File: config.mk
export PLATFORM = sky130hd
export DESIGN_NAME = axis_udp_gen_frame_flat
export DESIGN_NICKNAME = d
export VERILOG_FILES = /design/src/rtl/axis_udp_gen_frame_if.sv /design/src/rtl/axis_udp_gen_frame.sv /design/src/flat_wrapper.sv
export SDC_FILE = /design/constraint.sdc
export NUM_CORES = 1
export LEC_CHECK = 0
export ABC_AREA = 1
export ABC_CLOCK_PERIOD_IN_PS = 9400
export CAP_MARGIN = 20
export CORE_ASPECT_RATIO = 2
export CORE_MARGIN = 3
export CORE_UTILIZATION = 45
export DETAILED_ROUTE_END_ITERATION = 16
export HOLD_SLACK_MARGIN = 0.12
export PLACE_DENSITY = 0.68
export SYNTH_ARGS = -nofsm -noshare
export SYNTH_HDL_FRONTEND = slang
export SYNTH_SLANG_ARGS = --single-unit
export TNS_END_PERCENT = 20
File: constraint.sdc
create_clock -name clk_i -period 9.4 [get_ports clk_i]
set_clock_uncertainty 0.05 [all_clocks]
set_input_delay 1.41 -clock clk_i [delete_from_list [all_inputs] [get_ports clk_i]]
set_output_delay 1.41 -clock clk_i [all_outputs]
set_load 0.01 [all_outputs]
File: src/rtl/axis_udp_gen_frame_if.sv
// Beat bundle between the UDP frame source and the AXIS control stage.
// en is the downstream tready; a beat moves when data_valid & en.
interface axis_udp_gen_frame_if #(
    parameter int DATA_WIDTH = 64
);
    logic [DATA_WIDTH-1:0] data;
    logic                  data_valid;
    logic                  frame_end;
    logic                  en;

    modport master (
        output data,
        output data_valid,
        output frame_end,
        input  en
    );

    modport slave (
        input  data,
        input  data_valid,
        input  frame_end,
        output en
    );
endinterface

File: src/rtl/axis_udp_gen_frame.sv
// Ethernet II + IPv4 + UDP frame source on a 64-bit beat bus, incrementing payload,
// in-block IPv4 header checksum, optional idle gap between frames.
//
// state   | meaning
// --------+-------------------------------------------------------------
// ST_IDLE | no frame in flight, waiting for gen_en_i
// ST_SEND | presenting beats 0..4+N, advancing on each transfer
// ST_GAP  | data_valid low, down-counting the latched inter-frame gap
module axis_udp_gen_frame #(
    parameter int DATA_WIDTH = 64,
    parameter int TTL        = 64
) (
    input  logic                  clk_i,
    input  logic                  arst_n_i,
    input  logic                  gen_en_i,
    input  logic [7:0]            frame_gap_i,
    input  logic [7:0]            payload_words_i,
    input  logic [47:0]           dst_mac_i,
    input  logic [47:0]           src_mac_i,
    input  logic [31:0]           src_ip_i,
    input  logic [31:0]           dst_ip_i,
    input  logic [15:0]           src_port_i,
    input  logic [15:0]           dst_port_i,
    axis_udp_gen_frame_if.master  m_if,
    output logic                  busy_o,
    output logic [31:0]           frame_cnt_o
);

    localparam logic [7:0] TTL_B = 8'(TTL);

    typedef struct packed {
        logic [47:0] dst_mac;
        logic [47:0] src_mac;
        logic [31:0] src_ip;
        logic [31:0] dst_ip;
        logic [15:0] src_port;
        logic [15:0] dst_port;
        logic [7:0]  n;
    } cfg_t;

    typedef enum logic [1:0] {ST_IDLE, ST_SEND, ST_GAP} state_t;

    state_t                r_state;
    cfg_t                  r_cfg;
    logic [7:0]            r_gap;
    logic [7:0]            r_gap_cnt;
    logic [8:0]            r_beat;
    logic [8:0]            r_last;
    logic [15:0]           r_ip_id;
    logic [15:0]           r_csum;
    logic [DATA_WIDTH-1:0] r_data;
    logic                  r_valid;
    logic                  r_end;
    logic                  r_busy;
    logic [31:0]           r_frame_cnt;

    cfg_t        w_cfg_in;
    logic [15:0] w_tl;
    logic [19:0] w_sum;
    logic [16:0] w_fold1;
    logic [15:0] w_fold2;
    logic [15:0] w_csum;
    logic [8:0]  w_beat_nxt;
    logic        w_last_xfer;
    logic        w_gap_done;
    logic        w_start;

    // Frame bytes 0..41 are the packed header; anything beyond is (n-42) mod 256.
    function automatic logic [63:0] f_beat(input logic [8:0] b, input cfg_t c,
                                           input logic [15:0] id, input logic [15:0] cs);
        logic [335:0] hdr;
        logic [15:0]  tl;
        logic [15:0]  ul;
        logic [11:0]  n;
        tl  = 16'd26 + {5'd0, c.n, 3'd0};
        ul  = 16'd6 + {5'd0, c.n, 3'd0};
        hdr = {c.dst_mac, c.src_mac, 16'h0800, 8'h45, 8'h00, tl, id, 16'h4000,
               TTL_B, 8'h11, cs, c.src_ip, c.dst_ip, c.src_port, c.dst_port, ul, 16'h0000};
        f_beat = '0;
        for (int k = 0; k < 8; k++) begin
            n = {b, 3'b000} + 12'(k);
            if (n < 12'd42)
                f_beat[8*k +: 8] = 8'(hdr >> (13'd328 - {4'd0, n[5:0], 3'b000}));
            else
                f_beat[8*k +: 8] = n[7:0] - 8'd42;
        end
    endfunction

    always_comb begin
        w_cfg_in          = '0;
        w_cfg_in.dst_mac  = dst_mac_i;
        w_cfg_in.src_mac  = src_mac_i;
        w_cfg_in.src_ip   = src_ip_i;
        w_cfg_in.dst_ip   = dst_ip_i;
        w_cfg_in.src_port = src_port_i;
        w_cfg_in.dst_port = dst_port_i;
        w_cfg_in.n        = (payload_words_i == 8'd0) ? 8'd1 : payload_words_i;
    end

    // Registered checksum tracks the latched config; it settles two edges after
    // a frame starts, well before beat 3 is loaded.
    assign w_tl    = 16'd26 + {5'd0, r_cfg.n, 3'd0};
    assign w_sum   = 20'h04500 + 20'(w_tl) + 20'(r_ip_id) + 20'h04000
                   + 20'({TTL_B, 8'h11})
                   + 20'(r_cfg.src_ip[31:16]) + 20'(r_cfg.src_ip[15:0])
                   + 20'(r_cfg.dst_ip[31:16]) + 20'(r_cfg.dst_ip[15:0]);
    assign w_fold1 = {1'b0, w_sum[15:0]} + 17'(w_sum[19:16]);
    assign w_fold2 = w_fold1[15:0] + 16'(w_fold1[16]);
    assign w_csum  = ~w_fold2;

    assign w_beat_nxt  = r_beat + 9'd1;
    assign w_last_xfer = (r_state == ST_SEND) && m_if.en && r_end;
    assign w_gap_done  = (r_state == ST_GAP) && (r_gap_cnt == 8'd0);
    assign w_start     = gen_en_i && ((r_state == ST_IDLE)
                                   || (w_last_xfer && (r_gap == 8'd0))
                                   || w_gap_done);

    always_ff @(posedge clk_i or negedge arst_n_i) begin
        if (!arst_n_i) begin
            r_state     <= ST_IDLE;
            r_cfg       <= '0;
            r_gap       <= '0;
            r_gap_cnt   <= '0;
            r_beat      <= '0;
            r_last      <= '0;
            r_ip_id     <= '0;
            r_csum      <= '0;
            r_data      <= '0;
            r_valid     <= 1'b0;
            r_end       <= 1'b0;
            r_busy      <= 1'b0;
            r_frame_cnt <= '0;
        end else begin
            r_csum <= w_csum;
            if (w_last_xfer) begin
                r_frame_cnt <= r_frame_cnt + 32'd1;
                r_ip_id     <= r_ip_id + 16'd1;
            end
            if (w_start) begin
                r_state <= ST_SEND;
                r_cfg   <= w_cfg_in;
                r_gap   <= frame_gap_i;
                r_beat  <= '0;
                r_last  <= 9'd4 + {1'b0, w_cfg_in.n};
                r_data  <= f_beat(9'd0, w_cfg_in, 16'd0, 16'd0);
                r_valid <= 1'b1;
                r_end   <= 1'b0;
                r_busy  <= 1'b1;
            end else begin
                case (r_state)
                    ST_SEND: begin
                        if (w_last_xfer) begin
                            r_data  <= '0;
                            r_valid <= 1'b0;
                            r_end   <= 1'b0;
                            if (r_gap != 8'd0) begin
                                r_state   <= ST_GAP;
                                r_gap_cnt <= r_gap - 8'd1;
                            end else begin
                                r_state <= ST_IDLE;
                                r_busy  <= 1'b0;
                            end
                        end else if (m_if.en) begin
                            r_beat <= w_beat_nxt;
                            r_data <= f_beat(w_beat_nxt, r_cfg, r_ip_id, r_csum);
                            r_end  <= (w_beat_nxt == r_last);
                        end
                    end
                    ST_GAP: begin
                        if (w_gap_done) begin
                            r_state <= ST_IDLE;
                            r_busy  <= 1'b0;
                        end else begin
                            r_gap_cnt <= r_gap_cnt - 8'd1;
                        end
                    end
                    default: ;
                endcase
            end
        end
    end

    assign m_if.data       = r_data;
    assign m_if.data_valid = r_valid;
    assign m_if.frame_end  = r_end;
    assign busy_o          = r_busy;
    assign frame_cnt_o     = r_frame_cnt;

endmodule

File: src/flat_wrapper.sv
// flat-port wrapper written by rule: the top's interface ports become plain ports
module axis_udp_gen_frame_flat 
#(
    parameter int DATA_WIDTH = 64,
    parameter int TTL        = 64
)
  (clk_i, arst_n_i, gen_en_i, frame_gap_i, payload_words_i, dst_mac_i, src_mac_i, src_ip_i, dst_ip_i, src_port_i, dst_port_i, busy_o, frame_cnt_o, m_if_data, m_if_data_valid, m_if_frame_end, m_if_en);
  axis_udp_gen_frame_if #(.DATA_WIDTH(DATA_WIDTH)) m_if_i ();
  input  logic clk_i;
  input  logic arst_n_i;
  input  logic gen_en_i;
  input  logic [7:0] frame_gap_i;
  input  logic [7:0] payload_words_i;
  input  logic [47:0] dst_mac_i;
  input  logic [47:0] src_mac_i;
  input  logic [31:0] src_ip_i;
  input  logic [31:0] dst_ip_i;
  input  logic [15:0] src_port_i;
  input  logic [15:0] dst_port_i;
  output logic busy_o;
  output logic [31:0] frame_cnt_o;
  output wire logic [$bits(m_if_i.data)-1:0] m_if_data;
  output wire logic [$bits(m_if_i.data_valid)-1:0] m_if_data_valid;
  output wire logic [$bits(m_if_i.frame_end)-1:0] m_if_frame_end;
  input wire logic [$bits(m_if_i.en)-1:0] m_if_en;
  assign m_if_data = m_if_i.data;
  assign m_if_data_valid = m_if_i.data_valid;
  assign m_if_frame_end = m_if_i.frame_end;
  assign m_if_i.en = m_if_en;
  axis_udp_gen_frame #(.DATA_WIDTH(DATA_WIDTH), .TTL(TTL)) u_core (.clk_i(clk_i), .arst_n_i(arst_n_i), .gen_en_i(gen_en_i), .frame_gap_i(frame_gap_i), .payload_words_i(payload_words_i), .dst_mac_i(dst_mac_i), .src_mac_i(src_mac_i), .src_ip_i(src_ip_i), .dst_ip_i(dst_ip_i), .src_port_i(src_port_i), .dst_port_i(dst_port_i), .m_if(m_if_i), .busy_o(busy_o), .frame_cnt_o(frame_cnt_o));
endmodule
==> impl_metrics.py <==
metrics = {
    "hold_path": {
        "hold_depth": 1,
        "holdCritPathClass": "register to register",
        "min-delay-start": "u_core.frame_cnt_o[31]$_DFFE_PN0P_",
    },
    "place": {
        "dpl.hpwl_um": 60300,
        "place_congestion": 0.959,
        "port-buffer-count": 310,
        "placed_area_um2": 24100,
        "post-place-ws_ns": 0.407,
    },
    "sta": {
        "tightest_slew_ns": 0.996,
        "hold_violations": 0,
        "drv_slew": 0,
        "hold_ws_ns": 0.427,
        "final.period_utilization": 0.929,
        "min_period_ns": 8.73,
        "setup_violations": 0,
        "setup_slack_ns": 0.670,
        "max_slew_margin": 0.335,
        "fmax_ghz": 0.115,
    },
    "setup_path": {
        "path_common_cell": "inv_1",
        "r2r-start": "u_core.r_last[0]$_DFFE_PN0P_",
        "slowest_delay_ns": 0.55,
        "worstPathArrival_ns": 9.11,
        "slowest_stage": "fa_1",
        "worst-setup-path-type": "register to register",
        "r2r.worst_path.cells": 51,
        "start_kind": "register",
        "crit_fanout": 5,
        "crit_start": "u_core.r_last[0]$_DFFE_PN0P_",
        "worstSetupEndpointType": "register",
        "cp.required_ns": 9.78,
    },
    "yosys": {
        "ys_types": 47,
        "synth_top_cell_by_area": "dfrtp_1",
        "synth_ff_type": "dfrtp_1",
        "synth_area_leaders": "dfrtp_1 (44%), nand2_1 (15%), inv_1 (5.8%)",
        "synth_fp_nets": 2914,
        "yosys_warnings": 0,
        "synth_area_um2": 20600,
        "synth.avg_cell_area_um2": 7.96,
        "syn_inst": 2588,
        "synth_seq_area_share": 0.444,
        "synth_edf_count": 0,
        "ys_ff_latch": 365,
        "synth_top_area_frac": 0.444,
        "async_flop_share": 1.00,
    },
    "finish": {
        "fin_nets": 3178,
        "drive_gt1_frac": 0.0424,
        "postLayoutCellArea_um2": 25400,
        "syn_to_final_growth_pct": 23.5,
    },
    "global_routing": {
        "grt_pass1_wl_um": 115000,
        "grt_pass1_vias": 19500,
        "met3_usage": 0.0345,
        "grtUsageMet2": 0.577,
        "use_met1": 0.329,
        "grt_overflow": 0,
        "grt_antenna_before_repair": 2,
        "grt_use_total": 0.315,
        "grt_max_degree": 148,
        "top_usage_layer": "met2",
    },
    "detailed_routing": {
        "drtIter0Drc": 1650,
        "num_vias": 19100,
        "remaining_drc_errors": 0,
        "wl_per_cell_um": 22.5,
        "ant_nets": 0,
        "dr.pass1.iters": 5,
        "drt-total-wl_um": 77500,
        "viasPerCell": 5.54,
    },
    "die": {
        "die_y_um": 309,
        "chipWidth_um": 157,
        "start_util": 0.456,
        "die_area_um2": 48500,
        "ios": 311,
        "core_um2": 45100,
        "rows": 110,
    },
    "cts": {
        "cts_max_level": 2,
        "path_clk_slew_ns": 0.06,
        "clk_latency_ns": 0.55,
        "cts_buffer_depth": 3,
        "cts_buffers": 36,
        "cts_tree": "yes",
        "cts_root_buffer": "clkbuf_16",
        "holdBufCountCts": 0,
        "cts_sinks": 365,
    },
    "flow_run": {
        "max_cap_violations": 0,
    },
    "run_status": {
        "status": "complete, no violations",
    },
}
==> per-layer routing <==
layer | part of all wire | up-vias
li1 | - | 8785
met1 | 0.33 | 9178
met2 | 0.53 | 869
met3 | 0.052 | 233
met4 | 0.089 | 0
met5 | 0 | -
==> cell usage in the layout, fill, tap and decap left out, types with 3 or more instances in the layout <==
master,count
inv_2,6
dfrtp_1,364
xnor2_1,22
clkdlybuf4s50_1,309
nor4_1,6
a211oi_1,5
clkinv_2,6
nand3_1,132
nand2_1,837
fa_1,59
nor3_1,16
clkbuf_16,38
xor2_1,55
o211ai_1,28
nand3_2,5
o21ai_0,239
nand4_1,31
o221ai_1,3
o31ai_1,5
o22ai_1,9
nor2_1,107
nor3_2,3
a21oi_1,58
nand2_2,4
o21ai_1,18
clkbuf_1,8
nor2_2,13
clkbuf_8,7
a32oi_1,5
a221oi_1,25
buf_4,20
inv_1,320
o21bai_1,25
ha_1,54
a31oi_1,4
==> final cells by class <==
cell class / instances / area, µm²
timing repair buffer: 331 / 3280
clock buffer: 53 / 1080
inverter: 329 / 1240
multi-input combinational: 1789 / 9870
tap: 560 / 701
sequential: 365 / 9140
antenna: 2 / 5.00
fill: 4153 / 19700
clock inverter: 10 / 116
==> final timing paths <==
kind / endpoint / slack, ns
setup / recovery: u_core.r_csum[15]$_DFF_PN0_ / 0.67
hold / removal: u_core.frame_cnt_o[31]$_DFFE_PN0P_ / 0.43
setup reg to reg: u_core.r_csum[15]$_DFF_PN0_ / 0.67
hold reg to reg: u_core.frame_cnt_o[31]$_DFFE_PN0P_ / 0.43
max in group asynchronous: u_core.r_cfg[49]$_DFFE_PN0P_ / 7.12
min in group asynchronous: u_core.r_cfg[10]$_DFFE_PN0P_ / 0.84
==> through the flow <==
step	setup TNS, ns	instances	utilization
2_1_floorplan	0	2588	-
6_report	0	3439	0.563
3_3_place_gp	0	3372	0.535
4_1_cts	0	3435	0.561
3_5_place_dp	0	3372	0.535
5_1_grt	-0.0703	3439	0.563
==> cell families after synthesis <==
family / after synthesis / synth area share
buffers and inverters: 434 / 0.0811
flip-flops: 365 / 0.444
AO/OA/AOI/OAI: 431 / 0.120
multiplexers: 1 / 0.000486
XOR/XNOR: 80 / 0.0344
adder cells (fa/ha/maj): 114 / 0.0908
AND/OR/NAND/NOR: 1163 / 0.230
==> critical path: cells and delay by family, from the launching register on <==
family | cells | cell delay (ns)
fa+ha+maj | 9 | 3.35
simple gates | 24 | 3.11
compound gates | 5 | 0.78
buf+inv | 12 | 0.74
flops | 1 | 0.38
xor+xnor | 1 | 0.17
==> synthesized netlist by cell type (31+ instances only) <==
cell and instances:
a21oi_1 60, clkbuf_1 68, dfrtp_1 365, fa_1 59, ha_1 55, inv_1 320, nand2_1 839, nand3_1 134
nand4_1 31, nor2_1 115, o21ai_0 239, xor2_1 56
==> state kept, by name, indices dropped and copies added (netlist names) <==
signal,count
u_core.busy_o,1
u_core.r_cfg,198
u_core.r_gap_cnt,8
u_core.r_csum,16
u_core.r_ip_id,16
u_core.m_if.data_valid,1
u_core.r_last,9
u_core.m_if.data,64
u_core.r_state,2
u_core.r_gap,8
u_core.r_beat,9
u_core.m_if.frame_end,1
u_core.frame_cnt_o,32
==> repair_timing <==
action | 4_1_cts | 5_1_grt
buffers inserted | 0 | 2
setup endpoints to repair | 0 | 5
gates resized for setup | 0 | 14
Power is left out: the tool's default activity adds up to more than one toggle a clock period on the data nets, which glitch-free logic cannot reach.
